$ cat src/rtl/f1_light_seq_if.sv
// Lamp-sequencer bus: start/tick/button inputs and lamp, enable and timing results.
// master drives the stimulus side; slave is the sequencer itself.
interface f1_light_seq_if #(
   parameter int RT_WIDTH = 16
);
   logic                trigger;
   logic                tick;
   logic                react;
   logic                tick_en;
   logic [7:0]          lights;
   logic                rt_valid;
   logic [RT_WIDTH-1:0] reaction_time;
   logic                false_start;

   modport master (
      output trigger, tick, react,
      input  tick_en, lights, rt_valid, reaction_time, false_start
   );

   modport slave (
      input  trigger, tick, react,
      output tick_en, lights, rt_valid, reaction_time, false_start
   );
endinterface

$ cat src/rtl/f1_light_seq.sv
// F1 starting-lights sequencer: lights eight lamps one per tick, holds for an
// LFSR-chosen number of ticks, then times the driver's reaction in clock cycles.
module f1_light_seq #(
   parameter int         RT_WIDTH = 16,
   parameter logic [6:0] SEED     = 7'h5A
) (
   input  logic          clk,
   input  logic          rst,
   f1_light_seq_if.slave bus
);

   typedef enum logic [1:0] {
      IDLE = 2'd0,
      SEQ  = 2'd1,
      HOLD = 2'd2,
      GO   = 2'd3
   } state_t;

   localparam logic [RT_WIDTH-1:0] RT_ONE = {{(RT_WIDTH-1){1'b0}}, 1'b1};
   localparam logic [RT_WIDTH-1:0] RT_MAX = {RT_WIDTH{1'b1}};

   state_t              state_reg, state_next;
   logic [7:0]          lights_reg, lights_next;
   logic [6:0]          hold_cnt_reg, hold_cnt_next;
   logic [RT_WIDTH-1:0] react_cnt_reg, react_cnt_next;
   logic [RT_WIDTH-1:0] reaction_time_reg, reaction_time_next;
   logic                rt_valid_reg, rt_valid_next;
   logic                false_start_reg, false_start_next;
   logic [6:0]          lfsr_reg, lfsr_next;

   // x^7 + x^6 + 1; free-running in every state so the hold length depends
   // on when the driver pressed trigger.
   assign lfsr_next = {lfsr_reg[5:0], lfsr_reg[6] ^ lfsr_reg[5]};

   always_ff @(posedge clk) begin
      if (!rst) begin
         state_reg         <= IDLE;
         lights_reg        <= 8'h00;
         hold_cnt_reg      <= 7'd0;
         react_cnt_reg     <= '0;
         reaction_time_reg <= '0;
         rt_valid_reg      <= 1'b0;
         false_start_reg   <= 1'b0;
         lfsr_reg          <= SEED;
      end else begin
         state_reg         <= state_next;
         lights_reg        <= lights_next;
         hold_cnt_reg      <= hold_cnt_next;
         react_cnt_reg     <= react_cnt_next;
         reaction_time_reg <= reaction_time_next;
         rt_valid_reg      <= rt_valid_next;
         false_start_reg   <= false_start_next;
         lfsr_reg          <= lfsr_next;
      end
   end

   always_comb begin
      state_next         = state_reg;
      lights_next        = lights_reg;
      hold_cnt_next      = hold_cnt_reg;
      react_cnt_next     = react_cnt_reg;
      reaction_time_next = reaction_time_reg;
      rt_valid_next      = 1'b0;
      false_start_next   = 1'b0;

      unique case (state_reg)
         IDLE: begin
            lights_next = 8'h00;
            if (bus.trigger) begin
               state_next  = SEQ;
               lights_next = 8'h01;
            end
         end

         SEQ: begin
            // A button press beats a coincident tick.
            if (bus.react) begin
               false_start_next = 1'b1;
               lights_next      = 8'h00;
               state_next       = IDLE;
            end else if (bus.tick) begin
               if (lights_reg == 8'hFF) begin
                  state_next    = HOLD;
                  hold_cnt_next = (lfsr_reg == 7'd0) ? 7'd1 : lfsr_reg;
               end else begin
                  lights_next = {lights_reg[6:0], 1'b1};
               end
            end
         end

         HOLD: begin
            if (bus.react) begin
               false_start_next = 1'b1;
               lights_next      = 8'h00;
               state_next       = IDLE;
            end else if (bus.tick) begin
               if (hold_cnt_reg > 7'd1) begin
                  hold_cnt_next = hold_cnt_reg - 7'd1;
               end else begin
                  lights_next    = 8'h00;
                  react_cnt_next = '0;
                  state_next     = GO;
               end
            end
         end

         GO: begin
            lights_next = 8'h00;
            if (bus.react) begin
               reaction_time_next = react_cnt_reg;
               rt_valid_next      = 1'b1;
               state_next         = IDLE;
            end else if (react_cnt_reg != RT_MAX) begin
               react_cnt_next = react_cnt_reg + RT_ONE;
            end
         end

         default: begin
            state_next  = IDLE;
            lights_next = 8'h00;
         end
      endcase
   end

   assign bus.tick_en       = (state_reg == SEQ) || (state_reg == HOLD);
   assign bus.lights        = lights_reg;
   assign bus.rt_valid      = rt_valid_reg;
   assign bus.reaction_time = reaction_time_reg;
   assign bus.false_start   = false_start_reg;

endmodule

$ cat src/flat_wrapper.sv
// flat-port wrapper written by rule: the top's interface ports become plain ports
module f1_light_seq_flat 
#(
   parameter int         RT_WIDTH = 16,
   parameter logic [6:0] SEED     = 7'h5A
)
  (clk, rst, bus_trigger, bus_tick, bus_react, bus_tick_en, bus_lights, bus_rt_valid, bus_reaction_time, bus_false_start);
  f1_light_seq_if #(.RT_WIDTH(RT_WIDTH)) bus_i ();
  input  logic clk;
  input  logic rst;
  input wire logic [$bits(bus_i.trigger)-1:0] bus_trigger;
  input wire logic [$bits(bus_i.tick)-1:0] bus_tick;
  input wire logic [$bits(bus_i.react)-1:0] bus_react;
  output wire logic [$bits(bus_i.tick_en)-1:0] bus_tick_en;
  output wire logic [$bits(bus_i.lights)-1:0] bus_lights;
  output wire logic [$bits(bus_i.rt_valid)-1:0] bus_rt_valid;
  output wire logic [$bits(bus_i.reaction_time)-1:0] bus_reaction_time;
  output wire logic [$bits(bus_i.false_start)-1:0] bus_false_start;
  assign bus_i.trigger = bus_trigger;
  assign bus_i.tick = bus_tick;
  assign bus_i.react = bus_react;
  assign bus_tick_en = bus_i.tick_en;
  assign bus_lights = bus_i.lights;
  assign bus_rt_valid = bus_i.rt_valid;
  assign bus_reaction_time = bus_i.reaction_time;
  assign bus_false_start = bus_i.false_start;
  f1_light_seq #(.RT_WIDTH(RT_WIDTH), .SEED(SEED)) u_core (.clk(clk), .rst(rst), .bus(bus_i));
endmodule
$ cat config.mk
export PLATFORM = sky130hd
export DESIGN_NAME = f1_light_seq_flat
export DESIGN_NICKNAME = d
export VERILOG_FILES = /design/src/rtl/f1_light_seq_if.sv /design/src/rtl/f1_light_seq.sv /design/src/flat_wrapper.sv
export SDC_FILE = /design/constraint.sdc
export NUM_CORES = 1
export LEC_CHECK = 0
export ABC_CLOCK_PERIOD_IN_PS = 2100
export CORE_ASPECT_RATIO = 0.75
export CORE_UTILIZATION = 45
export DETAILED_ROUTE_END_ITERATION = 10
export DONT_BUFFER_PORTS = 1
export GPL_TIMING_DRIVEN = 0
export PLACE_DENSITY = 0.63
export SYNTH_ARGS = -nofsm -noshare
export SYNTH_HDL_FRONTEND = slang
export SYNTH_SLANG_ARGS = --single-unit
$ cat constraint.sdc
create_clock -name clk -period 2.1 [get_ports clk]
set_input_delay 0.21 -clock clk [delete_from_list [all_inputs] [get_ports clk]]
set_output_delay 0.21 -clock clk [all_outputs]
set_load 0.02 [all_outputs]
==> results_dict.tcl, run 1 <==
set metrics [dict create \
    place.gp.congestion 0.861 \
    powerDensity_nw_per_um2 693 \
    synth-seq-cells 58 \
    synthFlopType "dfxtp_1" \
    n_antenna_cell 0 \
    htree_num_levels 3 \
    drt_iter0_markers 208 \
    dp_hpwl_um 4930 \
    cp_max_fo 6 \
    wl_met3_um 444 \
    setup_viol 0 \
    synth.area.top_cells "dfxtp_1 41%, nand2_1 7.9%, a21oi_1 6.4%" \
    period_share_pct 98.7 \
    antenna_found_initial 0 \
    leakagePower_nw 1.12 \
    synthCells 340 \
    num_vias 2633 \
    power_switching_share_pct 27.6 \
    grt_overflow_total 0 \
    layout-drive-gt1-share_pct 18.6 \
    critical-path-top-delay-family "simple AND/OR/NAND/NOR gates" \
    cp_cell_sequence "or4_4 > nor4_4 > a2bb2oi_4 > buf_6 > nand3_4 > o32ai_1" \
    synthTopCellsByCount "59 x nand2_1, 58 x dfxtp_1, 36 x a21oi_1" \
    totalWireLength_um 7500 \
    ys_warn_count 0 \
    worstPathArrival_ns 2.32 \
    ys_seq_area_share_pct 41.2 \
    coreArea_um2 5920 \
    met2WireLength_um 3150 \
    first_pass_iters 5 \
    area_growth_pct 19.1 \
    cts_buffers 9 \
    cts_hold_buffers 0 \
    critPathKind "flop to flop" \
    drt-met1-wl_um 3820 \
    fin_area_um2 3350 \
    yosysMostFrequentCell "nand2_1" \
    placement.cell_area_um2 2910 \
    wl_per_cell_um 16.9 \
    min_period_ns 2.07 \
    routed.top_layer "met4" \
    cts.sinks 58 \
    grt_pass1_vias 2379 \
    fin_worst_skew_ns 0.00838 \
    placement.io_buffers 0 \
    design.die.area_um2 6580 \
    worst-path-buf-inv 1 \
    drv_slew 0 \
    critical_path.endpoint_type "flop" \
    synth_edf_count 0 \
    dieHeight_um 70.5 \
    whs_ns 0.150 \
    yosysTopAreaCell "dfxtp_1" \
    internal_power_mw 1.68 \
    cp_slowest_stage_delay_ns 0.58 \
    maxCapViolCount 0 \
    fp.dieW_um 93.4 \
    required_ns 2.35 \
    nets 373 \
    synth_area_um2 2820 \
    fillers 534 \
    cpMaxStageDelayCell "or4_4" \
    vias_per_cell 5.93 \
    boundaryPins 32 \
    clockPowerShare_pct 38.7 \
    ys_types 52 \
    antenna_left 0 \
    cts_root_buf "clkbuf_8" \
    max_freq_mhz 482 \
    drc 0 \
    start_kind "flop" \
    grt_usage_pct 23.6 \
    synth_top_area_share_pct 41.2 \
    relSlewSlack_pct 57.9 \
    ir_drop_mv 0.376 \
    cts_tree "done" \
    max_slew.worst_pin.slew_ns 0.631 \
    clock_latency_ns 0.35 \
    pwr-share-seq_pct 49.6 \
    grt_pass1_wl_um 12100 \
    clockBufferDepth 2 \
    synth_area_per_cell_um2 8.28 \
    syn_nets 352 \
    async_flop_share_pct 0 \
    finalHoldViolCount 0 \
    clk_pin_slew_ns 0.07 \
    rsz0062_at_grt "yes" \
    outcome "finished clean" \
    start_util_pct 47.6 \
    min_path_type "primary input to flop" \
    p_comb_share_pct 11.7 \
    p_sw_mw 0.642 \
    row_count 24 \
    grt_start_max_net_pins 11 \
]
[layer usage]
| metal | GRT usage [%] | up-vias |
|---|---|---|
| met5 | 0 | - |
| met4 | 7.86 | 0 |
| met3 | 5.88 | 10 |
| met2 | 31.9 | 83 |
| met1 | 35.9 | 1263 |
| li1 | - | 1277 |
[cells by family after synthesis]
kind of cell    after synthesis  share of synthesized area, %
flops                        58                          41.2
simple gates                141                          24.8
buf+inv                      36                          5.46
compound gates               95                          24.4
fa+ha+maj                     7                          3.11
mux                           1                         0.400
xor+xnor                      2                         0.622
[through the flow]
stage          setup slack, ns  TNS [ns]  cells  total power, mW  util, %
2_1_floorplan           0.0317         0    340             1.36        -
6_report                0.0271         0    444             2.32     56.7
4_1_cts                0.00843         0    436             2.31     53.3
3_3_place_gp            -0.118     -1.42    418             1.41     49.3
5_1_grt                -0.0855    -0.562    444             2.41     56.7
3_5_place_dp            -0.117     -1.67    418             1.41     49.3
[worst reg2reg max path, stage by stage (launching register included)]
cell and delay (ns):
dfxtp_4 0.35, or4_4 0.58, nor4_4 0.29, a2bb2oi_4 0.23
buf_6 0.14, nand3_4 0.12, o32ai_1 0.27
[power by group through the flow]
stage,Sequential (mW),Combinational (mW),Clock (mW)
4_1_cts,1.15,0.257,0.903
2_1_floorplan,1.17,0.187,0
3_3_place_gp,1.18,0.233,0
5_1_grt,1.16,0.298,0.951
3_5_place_dp,1.18,0.235,0
6_report,1.15,0.272,0.900
[worst paths after layout]
path	startpoint	end	slack, ns	depth (start not counted)
worst min register to register	u_core.lfsr_reg[0]	u_core.lfsr_reg[1]	0.44	1
worst max-delay path	u_core.hold_cnt_reg[2]	u_core.react_cnt_reg[5]	0.03	6
worst min-delay path	bus_trigger	u_core.bus.lights[0]	0.15	3
worst max register to register	u_core.hold_cnt_reg[2]	u_core.react_cnt_reg[5]	0.03	6
[timing repair]
item,4_1_cts,5_1_grt
endpoints found under the setup margin,28,29
setup buffers,2,8
hold endpoints to repair,0,0
cloned,1,1
pin swaps,2,7
resized for setup,12,32
[final cells by class]
type,instances,area (µm²),share of cell area (%)
Clock inverter,3,15.0,0.448
Clock buffer,13,149,4.44
Sequential cell,58,1170,34.8
Inverter,14,52.6,1.57
Multi-Input combinational cell,247,1670,49.9
Buffer,20,97.6,2.91
Timing Repair Buffer,11,103,3.06
Tap cell,78,97.6,2.91
[cell usage in the layout (no fill, tap or decap), types with 5 or more instances in the layout]
cell and n:
a21oi_1 36, and2_1 5, and3_1 6, buf_4 8
clkbuf_1 17, clkbuf_8 10, dfxtp_1 56, ha_1 5
inv_1 14, nand2_1 59, nand2b_1 7, nand3_1 22
nand4_1 7, nor2_1 13, nor3_1 6, o21ai_0 7
o32ai_2 6
Note: power is estimated with default switching activity, not from simulation.
==> inputs of run 2 (changes only) <==
--- a/config.mk
+++ b/config.mk
@@ -7,11 +7,11 @@
 export LEC_CHECK = 0
 export ABC_CLOCK_PERIOD_IN_PS = 2100
 export CORE_ASPECT_RATIO = 0.75
-export CORE_UTILIZATION = 45
+export CORE_UTILIZATION = 44
 export DETAILED_ROUTE_END_ITERATION = 10
 export DONT_BUFFER_PORTS = 1
 export GPL_TIMING_DRIVEN = 0
-export PLACE_DENSITY = 0.63
+export PLACE_DENSITY = 0.62
 export SYNTH_ARGS = -nofsm -noshare
 export SYNTH_HDL_FRONTEND = slang
 export SYNTH_SLANG_ARGS = --single-unit
==> constraint.sdc (replaced) <==
create_clock -name clk -period 2.1 [get_ports clk]
set_input_delay 0.21 -clock clk [delete_from_list [all_inputs] [get_ports clk]]
set_output_delay 0.21 -clock clk [all_outputs]
set_load 0.1 [all_outputs]
==> run 2 against run 1 <==
Compared with the run above:
- critical path depth is the same
- final cell count shrank 0.90%
- count of clock-buffer cells in the layout shrank 1
- power grew 2.5%
- critical endpoint is now u_core.react_cnt_reg[12]
- largest cell class unchanged
- largest power group unchanged
==> results_dict.tcl, run 2 (synthesized netlist as in run 1, its figures left out) <==
set metrics [dict create \
    min_period_ns 2.10 \
    htree_num_levels 3 \
    first_pass_iters 5 \
    grt_start_max_net_pins 11 \
    fin_area_um2 3340 \
    final_cell_mix "59 x nand2_1, 49 x dfxtp_1, 36 x a21oi_1, 22 x nand3_1, 15 x clkbuf_1" \
    preCtsSetupSlack_ns -0.130 \
    fp.dieW_um 94.4 \
    layout-drive-gt1-share_pct 19.3 \
    timing.final.ws_setup_ns 0.00460 \
    num_vias 2591 \
    setup_tns_ns 0 \
    fillers 582 \
    leakagePower_nw 1.11 \
    max_slew.worst_pin.slew_ns 0.977 \
    final_cells 440 \
    critical-path-top-delay-family "simple AND/OR/NAND/NOR gates" \
    clk_pin_slew_ns 0.07 \
    seq_area_um2 1190 \
    drt_iter0_markers 156 \
    placement.io_buffers 0 \
    setup_viol 0 \
    vias_per_cell 5.89 \
    grt_overflow_total 0 \
    dp_hpwl_um 4940 \
    cts_buffers 9 \
    dieHeight_um 71.3 \
    fin_worst_skew_ns 0.0112 \
    multi_input_area_um2 1650 \
    period_share_pct 99.8 \
    place.gp.congestion 0.872 \
    design.die.area_um2 6730 \
    worst-path-buf-inv 1 \
    row_count 24 \
    nets 370 \
    coreArea_um2 6010 \
    dpl.cell_count 418 \
    cp_cell_sequence "or4_4 > nor4_4 > a2bb2oi_4 > buf_12 > a31oi_1 > a311oi_1" \
    power_mw 2.38 \
    grt_pass1_vias 2353 \
    outcome "finished clean" \
    cts_tree "done" \
    min_path_type "primary input to flop" \
    powerDensity_nw_per_um2 714 \
    clockBufferDepth 2 \
    cts_root_buf "clkbuf_8" \
    cts_hold_buffers 0 \
    mostFrequentLayoutCell "nand2_1" \
    clock_latency_ns 0.35 \
    n_antenna_cell 0 \
    critPathKind "flop to flop" \
    cp_slowest_stage_delay_ns 0.61 \
    start_kind "flop" \
    fin_util_pct 55.5 \
    cpMaxStageDelayCell "or4_4" \
    whs_ns 0.148 \
    critical_path.endpoint_type "flop" \
    max_freq_mhz 477 \
    antenna_left 0 \
    wl_per_cell_um 17.0 \
    worstPathArrival_ns 2.34 \
    totalWireLength_um 7490 \
    area_growth_pct 18.4 \
    relSlewSlack_pct 34.8 \
    maxCapViolCount 0 \
    cts.sinks 58 \
    finalHoldViolCount 0 \
    antenna_found_initial 0 \
    rsz0062_at_grt "yes" \
    ir_drop_mv 0.568 \
    cp_max_fo 6 \
    required_ns 2.35 \
    drc 0 \
    placement.cell_area_um2 2920 \
    grt_pass1_wl_um 11800 \
    drv_slew 0 \
    boundaryPins 32 \
    start_util_pct 46.9 \
    grt_usage_pct 23.3 \
]
## run 2: changes by cell type in the layout (fill, tap and decap cells not counted), sizes merged
cell,previous run,this run
clkbuf,29,28
buf,15,12
## run 2: routing by layer
metal	vias to the layer above	track usage, %	part of all wire, %
li1	1282	-	-
met1	1212	35.1	51
met3	10	7.64	7.5
met4	0	9.23	1.5
met2	87	30.0	40
met5	-	0	0
## run 2: final cells by class
cell class	instances	share of cell area [%]
Clock inverter	3	0.450
Inverter	14	1.58
Sequential cell	58	35.8
Buffer	20	2.93
Tap cell	78	2.93
Clock buffer	12	4.65
Timing Repair Buffer	8	2.29
Multi-Input combinational cell	247	49.4
## run 2: worst paths after layout
path	slack, ns	endpoint	startpoint	cells after the start
max	0.005	u_core.react_cnt_reg[12]	u_core.hold_cnt_reg[5]	6
min	0.15	u_core.bus.lights[0]	bus_trigger	3
max reg2reg	0.005	u_core.react_cnt_reg[12]	u_core.hold_cnt_reg[5]	6
min reg2reg	0.45	u_core.lfsr_reg[1]	u_core.lfsr_reg[0]	1
## run 2: repair_timing
action | 4_1_cts | 5_1_grt
cloned | 0 | 1
setup endpoints to repair | 28 | 29
gates resized for setup | 8 | 35
pin swaps | 1 | 3
setup buffers | 2 | 6
## run 2: tightest hold or removal path: cells and delay by family
family           cells  cell delay [ns]
AO/OA/AOI/OAI        2             0.23
AND/OR/NAND/NOR      1             0.03
## run 2: where the power goes
part / internal, mW / total, mW / leakage [nW] / switching (mW)
sequential: 1.12 / 1.17 / 0.477 / 0.0531
combinational: 0.0953 / 0.287 / 0.540 / 0.191
clock: 0.480 / 0.926 / 0.0920 / 0.446
total: 1.69 / 2.38 / 1.11 / 0.691
